`config.mk`:
```
export PLATFORM = sky130hd
export DESIGN_NAME = pong_frame_renderer_flat
export DESIGN_NICKNAME = d
export VERILOG_FILES = /design/src/rtl/pong_frame_renderer_pkg.sv /design/src/rtl/pong_frame_renderer_if.sv /design/src/rtl/score_glyph_rom.sv /design/src/rtl/pong_frame_renderer.sv /design/src/flat_wrapper.sv
export SDC_FILE = /design/constraint.sdc
export NUM_CORES = 1
export LEC_CHECK = 0
export CORE_ASPECT_RATIO = 1.2
export CORE_MARGIN = 3
export CORE_UTILIZATION = 52
export CTS_CLUSTER_DIAMETER = 30
export DETAILED_ROUTE_END_ITERATION = 8
export GPL_ROUTABILITY_DRIVEN = 0
export GPL_TIMING_DRIVEN = 0
export PLACE_DENSITY = 0.92
export SKIP_LAST_GASP = 1
export SYNTH_ARGS = -nofsm -noshare
export SYNTH_HDL_FRONTEND = slang
export SYNTH_SLANG_ARGS = --single-unit
```
`constraint.sdc`:
```
create_clock -name VGA_CLK -period 2.9 [get_ports VGA_CLK]
set_input_delay 0.58 -clock VGA_CLK [delete_from_list [all_inputs] [get_ports VGA_CLK]]
set_output_delay 0.58 -clock VGA_CLK [all_outputs]
set_load 0.01 [all_outputs]
```
`src/rtl/pong_frame_renderer_pkg.sv`:
```
// rtl/pong_frame_renderer_pkg.sv - Pong renderer geometry, colours, reset positions and span-hit helper
package pong_frame_renderer_pkg;

    localparam int H         = 120;
    localparam int W         = 160;
    localparam int BLOCK     = 4;
    localparam int BALL_SIZE = 4;
    localparam int PADDLE_W  = 1;
    localparam int PADDLE_H  = 32;
    localparam int V_ACTIVE  = 480;

    localparam logic [11:0] COL_BG     = 12'h000;
    localparam logic [11:0] COL_BALL   = 12'hFFF;
    localparam logic [11:0] COL_PLAYER = 12'h0F0;
    localparam logic [11:0] COL_COM    = 12'hF00;
    localparam logic [11:0] COL_NET    = 12'h888;
    localparam logic [11:0] COL_DIGIT  = 12'hFFF;

    localparam logic [7:0] BALL_X_RST   = 8'd80;
    localparam logic [6:0] BALL_Y_RST   = 7'd60;
    localparam logic [7:0] PLAYER_X_RST = 8'd3;
    localparam logic [7:0] COM_X_RST    = 8'd156;

    localparam int DIGIT_ROW        = 4;
    localparam int DIGIT_H          = 5;
    localparam int DIGIT_W          = 3;
    localparam int PLAYER_DIGIT_COL = 64;
    localparam int COM_DIGIT_COL    = 93;
    localparam int WIN_SCORE        = 10;

    // True when pos lies in [start, start+size); the sum is one bit wider so it never wraps
    function automatic logic spanHit(input logic [7:0] pos, input logic [7:0] start,
                                     input logic [7:0] size);
        logic [8:0] endExcl;
        endExcl = {1'b0, start} + {1'b0, size};
        return (pos >= start) && ({1'b0, pos} < endExcl);
    endfunction

endpackage

```
`src/rtl/pong_frame_renderer_if.sv`:
```
// rtl/pong_frame_renderer_if.sv - game-state bus between Pong game logic and the renderer
interface pong_frame_renderer_if;
    logic [7:0] ballX_in;
    logic [6:0] ballY_in;
    logic [7:0] playerXPos_in;
    logic [6:0] playerYPos_in;
    logic [7:0] comXPos_in;
    logic [6:0] comYPos_in;
    logic [3:0] playerScore_in;
    logic [3:0] comScore_in;
    logic       frame_tick;

    modport master (
        output ballX_in, ballY_in, playerXPos_in, playerYPos_in,
               comXPos_in, comYPos_in, playerScore_in, comScore_in,
        input  frame_tick
    );

    modport slave (
        input  ballX_in, ballY_in, playerXPos_in, playerYPos_in,
               comXPos_in, comYPos_in, playerScore_in, comScore_in,
        output frame_tick
    );
endinterface

```
`src/rtl/score_glyph_rom.sv`:
```
// rtl/score_glyph_rom.sv - 3x5 score digit glyphs; 10..15 give a solid win block
module score_glyph_rom (
    input  logic [3:0] digit,
    input  logic [2:0] row,
    input  logic [1:0] col,
    output logic       pixel
);
    logic [14:0] glyph;
    logic [3:0]  bitIdx;

    // Glyph rows packed top row first, leftmost column in the MSB of each 3-bit row
    always_comb begin
        glyph  = 15'b111_111_111_111_111;
        bitIdx = 4'(row) * 4'd3 + 4'(col);
        case (digit)
            4'd0: glyph = 15'b111_101_101_101_111;
            4'd1: glyph = 15'b010_110_010_010_111;
            4'd2: glyph = 15'b111_001_111_100_111;
            4'd3: glyph = 15'b111_001_111_001_111;
            4'd4: glyph = 15'b101_101_111_001_001;
            4'd5: glyph = 15'b111_100_111_001_111;
            4'd6: glyph = 15'b111_100_111_101_111;
            4'd7: glyph = 15'b111_001_001_001_001;
            4'd8: glyph = 15'b111_101_111_101_111;
            4'd9: glyph = 15'b111_101_111_001_111;
            default: glyph = 15'b111_111_111_111_111;
        endcase
        pixel = (row <= 3'd4 && col <= 2'd2) ? glyph[4'd14 - bitIdx] : 1'b0;
    end
endmodule

```
`src/rtl/pong_frame_renderer.sv`:
```
// rtl/pong_frame_renderer.sv - Pong pixel renderer, 2-cycle pipeline; SCORE_DISPLAY_EN adds score digits
module pong_frame_renderer
    import pong_frame_renderer_pkg::*;
(
    input  logic        VGA_CLK,
    input  logic        reset,
    input  logic [9:0]  hcount,
    input  logic [9:0]  vcount,
    input  logic        video_on,
    input  logic        hsync_in,
    input  logic        vsync_in,
    pong_frame_renderer_if.slave gameBus,
    output logic [11:0] rgb,
    output logic        hsync_out,
    output logic        vsync_out
);
    logic [7:0] gx;
    logic [6:0] gy;
    logic       unusedRasterBits;
    logic       frameStart;

    assign gx = hcount[9:2];
    assign gy = vcount[8:2];
    assign unusedRasterBits = ^{hcount[1:0], vcount[1:0], vcount[9]};
    assign frameStart = (hcount == 10'd0) && (vcount == 10'(V_ACTIVE));
    assign gameBus.frame_tick = frameStart && !reset;

    logic [7:0] snapBallX, snapPlayerX, snapComX;
    logic [6:0] snapBallY, snapPlayerY, snapComY;

    // Capture the whole game state on the frame tick so one frame never mixes two states
    always_ff @(posedge VGA_CLK) begin
        if (reset) begin
            snapBallX   <= BALL_X_RST;
            snapBallY   <= BALL_Y_RST;
            snapPlayerX <= PLAYER_X_RST;
            snapPlayerY <= 7'd0;
            snapComX    <= COM_X_RST;
            snapComY    <= 7'd0;
        end else if (frameStart) begin
            snapBallX   <= gameBus.ballX_in;
            snapBallY   <= gameBus.ballY_in;
            snapPlayerX <= gameBus.playerXPos_in;
            snapPlayerY <= gameBus.playerYPos_in;
            snapComX    <= gameBus.comXPos_in;
            snapComY    <= gameBus.comYPos_in;
        end
    end

    logic gameOver;
    logic digitHit;

`ifdef SCORE_DISPLAY_EN
    logic [3:0] snapPlayerScore, snapComScore;
    logic       inPlayerDigit, inComDigit, playerPixel, comPixel;
    logic [2:0] glyphRow;

    // Scores share the once-per-frame capture with the positions
    always_ff @(posedge VGA_CLK) begin
        if (reset) begin
            snapPlayerScore <= 4'd0;
            snapComScore    <= 4'd0;
        end else if (frameStart) begin
            snapPlayerScore <= gameBus.playerScore_in;
            snapComScore    <= gameBus.comScore_in;
        end
    end

    assign gameOver = (snapPlayerScore == 4'(WIN_SCORE)) || (snapComScore == 4'(WIN_SCORE));
    assign inPlayerDigit = spanHit(gx, 8'(PLAYER_DIGIT_COL), 8'(DIGIT_W))
                        && spanHit({1'b0, gy}, 8'(DIGIT_ROW), 8'(DIGIT_H));
    assign inComDigit = spanHit(gx, 8'(COM_DIGIT_COL), 8'(DIGIT_W))
                     && spanHit({1'b0, gy}, 8'(DIGIT_ROW), 8'(DIGIT_H));
    // Low bits suffice: the digit boxes are only 5 rows and 3 columns wide
    assign glyphRow = gy[2:0] - 3'(DIGIT_ROW);

    score_glyph_rom playerGlyph (
        .digit (snapPlayerScore),
        .row   (glyphRow),
        .col   (gx[1:0] - 2'(PLAYER_DIGIT_COL)),
        .pixel (playerPixel)
    );

    score_glyph_rom comGlyph (
        .digit (snapComScore),
        .row   (glyphRow),
        .col   (gx[1:0] - 2'(COM_DIGIT_COL)),
        .pixel (comPixel)
    );

    assign digitHit = (inPlayerDigit && playerPixel) || (inComDigit && comPixel);
`else
    logic unusedScoreBits;
    assign unusedScoreBits = ^{gameBus.playerScore_in, gameBus.comScore_in};
    assign gameOver = 1'b0;
    assign digitHit = 1'b0;
`endif

    logic ballHit, playerHit, comHit, netHit;

    assign ballHit = !gameOver
                  && spanHit(gx, snapBallX, 8'(BALL_SIZE))
                  && spanHit({1'b0, gy}, {1'b0, snapBallY}, 8'(BALL_SIZE));
    assign playerHit = spanHit(gx, snapPlayerX, 8'(PADDLE_W))
                    && spanHit({1'b0, gy}, {1'b0, snapPlayerY}, 8'(PADDLE_H));
    assign comHit = spanHit(gx, snapComX, 8'(PADDLE_W))
                 && spanHit({1'b0, gy}, {1'b0, snapComY}, 8'(PADDLE_H));
    assign netHit = (gx == 8'(W / 2)) && !gy[2];

    logic videoOnS1, ballHitS1, playerHitS1, comHitS1, digitHitS1, netHitS1;
    logic hsyncS1, vsyncS1;

    // Stage 1: register the per-layer hit flags and the active-video flag
    always_ff @(posedge VGA_CLK) begin
        if (reset) begin
            videoOnS1   <= 1'b0;
            ballHitS1   <= 1'b0;
            playerHitS1 <= 1'b0;
            comHitS1    <= 1'b0;
            digitHitS1  <= 1'b0;
            netHitS1    <= 1'b0;
        end else begin
            videoOnS1   <= video_on;
            ballHitS1   <= ballHit;
            playerHitS1 <= playerHit;
            comHitS1    <= comHit;
            digitHitS1  <= digitHit;
            netHitS1    <= netHit;
        end
    end

    // Stage 2: resolve layer priority into the registered colour, black outside active video
    always_ff @(posedge VGA_CLK) begin
        if (reset || !videoOnS1)  rgb <= COL_BG;
        else if (ballHitS1)       rgb <= COL_BALL;
        else if (playerHitS1)     rgb <= COL_PLAYER;
        else if (comHitS1)        rgb <= COL_COM;
        else if (digitHitS1)      rgb <= COL_DIGIT;
        else if (netHitS1)        rgb <= COL_NET;
        else                      rgb <= COL_BG;
    end

    // Delay the syncs through two stages so they line up with rgb
    always_ff @(posedge VGA_CLK) begin
        if (reset) begin
            hsyncS1   <= 1'b0;
            vsyncS1   <= 1'b0;
            hsync_out <= 1'b0;
            vsync_out <= 1'b0;
        end else begin
            hsyncS1   <= hsync_in;
            vsyncS1   <= vsync_in;
            hsync_out <= hsyncS1;
            vsync_out <= vsyncS1;
        end
    end
endmodule

```
`src/flat_wrapper.sv`:
```
// flat-port wrapper written by rule: the top's interface ports become plain ports
module pong_frame_renderer_flat import pong_frame_renderer_pkg::*;
  (VGA_CLK, reset, hcount, vcount, video_on, hsync_in, vsync_in, rgb, hsync_out, vsync_out, gameBus_ballX_in, gameBus_ballY_in, gameBus_playerXPos_in, gameBus_playerYPos_in, gameBus_comXPos_in, gameBus_comYPos_in, gameBus_playerScore_in, gameBus_comScore_in, gameBus_frame_tick);
  pong_frame_renderer_if gameBus_i ();
  input  logic VGA_CLK;
  input  logic reset;
  input  logic [9:0] hcount;
  input  logic [9:0] vcount;
  input  logic video_on;
  input  logic hsync_in;
  input  logic vsync_in;
  output logic [11:0] rgb;
  output logic hsync_out;
  output logic vsync_out;
  input wire logic [$bits(gameBus_i.ballX_in)-1:0] gameBus_ballX_in;
  input wire logic [$bits(gameBus_i.ballY_in)-1:0] gameBus_ballY_in;
  input wire logic [$bits(gameBus_i.playerXPos_in)-1:0] gameBus_playerXPos_in;
  input wire logic [$bits(gameBus_i.playerYPos_in)-1:0] gameBus_playerYPos_in;
  input wire logic [$bits(gameBus_i.comXPos_in)-1:0] gameBus_comXPos_in;
  input wire logic [$bits(gameBus_i.comYPos_in)-1:0] gameBus_comYPos_in;
  input wire logic [$bits(gameBus_i.playerScore_in)-1:0] gameBus_playerScore_in;
  input wire logic [$bits(gameBus_i.comScore_in)-1:0] gameBus_comScore_in;
  output wire logic [$bits(gameBus_i.frame_tick)-1:0] gameBus_frame_tick;
  assign gameBus_i.ballX_in = gameBus_ballX_in;
  assign gameBus_i.ballY_in = gameBus_ballY_in;
  assign gameBus_i.playerXPos_in = gameBus_playerXPos_in;
  assign gameBus_i.playerYPos_in = gameBus_playerYPos_in;
  assign gameBus_i.comXPos_in = gameBus_comXPos_in;
  assign gameBus_i.comYPos_in = gameBus_comYPos_in;
  assign gameBus_i.playerScore_in = gameBus_playerScore_in;
  assign gameBus_i.comScore_in = gameBus_comScore_in;
  assign gameBus_frame_tick = gameBus_i.frame_tick;
  pong_frame_renderer u_core (.VGA_CLK(VGA_CLK), .reset(reset), .hcount(hcount), .vcount(vcount), .video_on(video_on), .hsync_in(hsync_in), .vsync_in(vsync_in), .gameBus(gameBus_i), .rgb(rgb), .hsync_out(hsync_out), .vsync_out(vsync_out));
endmodule
```
# Word level (Yosys, flattened, before mapping)

Index checks and enable logic that the tools add are counted.

$add $sub $neg: 6
$mul: 0
Div/mod/pow operators: 0
$lt $le $gt $ge: 12
Eq/ne operators: 2
Shift operators: 0
Multiplexer cells: 4
Bitwise logic cells: 0
Reductions and logical operators: 17

Operators by type and width:

| kind                  | number |
|---|---|
| $mux W12              | 4 |
| $lt A7 B9 Y1          | 3 |
| $lt A8 B9 Y1          | 3 |
| $ge A8 B8 Y1          | 3 |
| $ge A7 B7 Y1          | 3 |
| $add A8 B1 Y9 const B | 2 |
| $add A7 B6 Y8 const B | 2 |
| $logic_and A1 B1 Y1   | 12 |
| $eq A10 B9 Y1 const B | 1 |
| $logic_not A10 Y1     | 1 |
| $add A8 B3 Y9 const B | 1 |
| $add A7 B3 Y8 const B | 1 |
| $eq A8 B7 Y1 const B  | 1 |
| $logic_not A1 Y1      | 3 |
| $logic_or A1 B1 Y1    | 1 |

Register bits after elaboration: 66
Latch bits: 0
Bits in writable memories: 0
Bits in read-only memories: 0
Input port bits: 78
Output and inout bits: 15
Logic and storage cells: 57
Memories kept: 0

# Longest topological paths before layout

Depth in word-level cells: 4
Mapped depth: 10

# Worst setup path before layout

OpenSTA, ideal clock, no wires.

Kind: flip-flop to flip-flop
From: reg u_core.snapPlayerX[2]
To: reg u_core.playerHitS1
Data arrival time: 2.023 ns
Data required time: 2.808 ns
Setup slack: 0.785 ns
Cell stages (with the launch flop): 11
Buffers on the path: 0
Period minus slack after synthesis: 2.115 ns
Cell sequence: dfxtp_1 -> and3_1 -> and2_1 -> nand2_1 -> xnor2_1 -> ha_1 -> a21o_1 -> a21oi_1 -> nand4b_1 -> a32o_1 -> nor4_1

Cells in the longest elaborated chain, start to end: 4
Elaborated cells on any way between the ends: 5
Those cells by class: add/sub (1); order compare (2); reduce/logical (2)

RTL lines:

| item                   | RTL line                      | text |
|---|---|---|
| start, declared        | pong_frame_renderer.sv:28     | `logic [7:0] snapBallX, snapPlayerX, snapComX;` |
| start signal, assigned | pong_frame_renderer.sv:43     | `snapPlayerX <= gameBus.playerXPos_in;` |
| $add A8 B1 Y9          | pong_frame_renderer_pkg.sv:35 | `endExcl = {1'b0, start} + {1'b0, size};` |
| $lt A8 B9 Y1           | pong_frame_renderer_pkg.sv:36 | `return (pos >= start) && ({1'b0, pos} < endExcl);` |
| $logic_and A1 B1 Y1 *  | pong_frame_renderer_pkg.sv:36 |  |
| $logic_and A1 B1 Y1 *  | pong_frame_renderer.sv:105    | `&& spanHit({1'b0, gy}, {1'b0, snapPlayerY}, 8'(PADDLE_H));` |
| end signal, assigned   | pong_frame_renderer.sv:125    | `playerHitS1 <= playerHit;` |
| end, declared          | pong_frame_renderer.sv:110    | `logic videoOnS1, ballHitS1, playerHitS1, comHitS1, digitHitS1, netHitS1;` |

Every way passes the cells marked *; elsewhere a longest branch is shown, timed or not.
A chain may end at the register's enable or synchronous reset.

# Worst setup path after layout

Ends and elaborated chain as after synthesis.

==> results.sh <==
export IMPL_synth_area_per_cell_um2=8.191
export IMPL_min_path_type="reg -> reg"
export IMPL_fp_dieH_um=104.6
export IMPL_required_ns=3.11
export IMPL_finish_utilization_pct=69.05
export IMPL_worstSetupStartpointType="register"
export IMPL_wire_per_inst_um=16.95
export IMPL_total_leakage_power_uw=0.002283
export IMPL_insertion_delay_ns=0.35
export IMPL_skew_ns=0.006647
export IMPL_slew_limit_headroom_pct=59.40
export IMPL_finalWorstPathRequiredPeriod_ns=2.711
export IMPL_ant_nets=0
export IMPL_netlist_area_leader_share_pct=28.53
export IMPL_report_final_slew_viol_count=0
export IMPL_routed_via_density=5.976
export IMPL_clk_pin_slew_ns=0.07
export IMPL_grt_pass1_wl_mm=19.12
export IMPL_track_usage_pct=26.29
export IMPL_synth_area_leaders="dfxtp_1, ha_1, nand2_1"
export IMPL_antenna_found_initial=0
export IMPL_synth_cell_types=45
export IMPL_final_layout_size_suffix_gt1_share_pct=6.169
export IMPL_hpwl_mm=8.856
export IMPL_p_per_area_nw_per_um2=349.6
export IMPL_drc=0
export IMPL_grt_start_max_net_pins=11
export IMPL_period_share_pct=93.48
export IMPL_clk_path_buf_depth=2
export IMPL_status="finished, final reports clean"
export IMPL_pin_count=93
export IMPL_critPathCaptureType="register"
export IMPL_start_util_pct=54.01
export IMPL_cts_tree="yes"
export IMPL_ys_warn_count=0
export IMPL_fin_cells=708
export IMPL_grt_pass1_vias=4236
export IMPL_synth_seq_cells=60
export IMPL_core_area_um2=7795
export IMPL_cts_root_buffer="clkbuf_8"
export IMPL_dp_slack_ns=-0.2971
export IMPL_crit_type="reg -> reg"
export IMPL_area_growth_pct=27.85
export IMPL_power_uw=1882
export IMPL_worstMarginPinSlew_ns=0.6090
export IMPL_antenna_cells=0
export IMPL_whs_ns=0.4450
export IMPL_fp_dieW_um=88.14
export IMPL_synthCells=514
export IMPL_drv_cap=0
export IMPL_cp_arrival_ns=2.92
export IMPL_crit_fanout=6
export IMPL_portBuffers=83
export IMPL_num_rows=35
export IMPL_dr_pass1_iters=5
export IMPL_ctsHtreeMaxLevel=3
export IMPL_vias=4231
export IMPL_nets=771
export IMPL_ir_worst_vdd_mv=0.2384
export IMPL_cts_buffers=9
export IMPL_hold_viol=0
export IMPL_fmax_mhz=368.9
export IMPL_setup_viol=0
export IMPL_synth_seq_area_share_pct=28.53
export IMPL_syn_area_um2=4210
export IMPL_fin_ws_ns=0.1890
export IMPL_synth_top_cell_by_area="dfxtp_1"
export IMPL_place_inst=689
export IMPL_drt_total_wl_mm=12.00
export IMPL_die_area_um2=9217
export IMPL_grt_overflow=0
export IMPL_synth_net_count=674
export IMPL_clock_sinks=60
export IMPL_grt_setup_unrepaired="false"
export IMPL_drt_iter0_drc=297
-- flip-flops by register name, summed over array words and instances, names as in the netlist --
name and count:
u_core.ballHitS1 1, u_core.comHitS1 1, u_core.hsyncS1 1, u_core.hsync_out 1
u_core.netHitS1 1, u_core.playerHitS1 1, u_core.rgb 6, u_core.snapBallX 8
u_core.snapBallY 7, u_core.snapComX 8, u_core.snapComY 7, u_core.snapPlayerX 8
u_core.snapPlayerY 7, u_core.videoOnS1 1, u_core.vsyncS1 1, u_core.vsync_out 1
-- Yosys cell counts (all sizes together) --
master	instances
a211oi	2
a21boi	1
a21o	12
a21oi	54
a221oi	3
a22o	1
a311oi	1
a31oi	2
a32o	1
a32oi	1
and2	1
and3	4
and4	1
buf	17
clkbuf	4
dfxtp	60
dlygate4sd1	1
ha	82
inv	53
nand2	94
nand2b	4
nand3	17
nand3b	1
nand4	3
nand4b	2
nor2	12
nor2b	10
nor3	8
nor4	6
nor4bb	1
o2111a	1
o2111ai	4
o211ai	12
o21a	3
o21ai	9
o221ai	2
o31a	1
o31ai	1
o32a	1
o41ai	1
or3	1
xnor2	19
-- cells in the final DEF, fill, tap and decap left out, types with 2 or more instances in the layout --
cell,instances
a211oi_1,2
a21o_1,12
a21oi_1,54
a221oi_1,3
a31oi_1,2
and3_1,4
buf_2,5
buf_4,12
buf_6,3
clkbuf_1,5
clkbuf_8,11
clkdlybuf4s50_1,69
clkinv_2,2
dfxtp_1,60
dlygate4sd2_1,12
dlymetal6s2s_1,2
ha_1,82
inv_1,53
nand2_1,94
nand2b_1,4
nand3_1,17
nand4_1,3
nand4b_1,2
nor2_1,12
nor2b_1,10
nor3_1,6
nor3_2,2
nor4_1,5
o2111ai_1,4
o211ai_1,12
o21a_1,3
o21ai_0,9
o221ai_1,2
xnor2_1,19
-- power breakdown --
group          total [uW]  switching (uW)  internal, uW
registers             831            1.86           829
clock network         781             341           441
logic                 270             124           145
-- cell families (layout without fill, tap and decap cells) --
logic type                 after synthesis  after routing  synth area share (%)
DFF                                     60             60                 28.53
adders and majority gates               82             82                 24.37
buffers and inverters                   75            177                 8.291
xor gates and xnor gates                19             19                 3.952
AOI/OAI and AO/OA                      113            113                 16.97
and+or+nand+nor                        165            165                 17.89
-- cell type report --
cell class              count  area (um^2)
flip-flops and latches     60         1201
inverters                  53        198.9
plain buffers              22        150.1
multi-input cells         379         2671
clock inverters             4        47.55
clock buffers              12        155.1
well taps                  92        115.1
fillers                   588         2412
repair buffers             86        843.3
-- per-layer routing --
layer | global-route usage (%) | up-vias | routed length (um)
li1 | - | 1977 | -
met4 | 17.39 | 0 | 680
met5 | 0 | - | 0
met1 | 29.70 | 1943 | 4519
met3 | 4.495 | 71 | 946
met2 | 44.18 | 240 | 5854
-- metrics by stage --
step,cell area (um^2),TNS [ns]
finish,5383,0
global route,5383,0
CTS,5363,0
detailed placement,5156,-0.2971
global placement,5156,-0.3141
floorplan,4210,0
-- worst paths after layout --
kind	end	depth (start not counted)	startpoint	slack, ns
min reg2reg	u_core.vsync_out	1	u_core.vsyncS1	0.45
max reg2reg	u_core.playerHitS1	10	u_core.snapPlayerX[2]	0.19
max	u_core.playerHitS1	10	u_core.snapPlayerX[2]	0.19
min	u_core.vsync_out	1	u_core.vsyncS1	0.45
-- critical path, stage by stage (launching register included) --
cell      delay, ns
dfxtp_1        0.42
and3_1         0.21
and2_1         0.18
nand2_1        0.09
xnor2_1        0.14
ha_1           0.31
a21o_1         0.20
a21oi_1        0.20
nand4b_1       0.15
a32o_1         0.28
nor4_1         0.38
-- repair_timing --
action                     in CTS  in global routing
setup endpoints to repair       1                  1
cloned                          0                  0
hold buffers                    0                  0
pin swaps                       0                  1
buffers inserted                1                  2
hold endpoints to repair        0                  0
gates resized for setup        14                  2
Note: power is estimated with default switching activity, not from simulation.
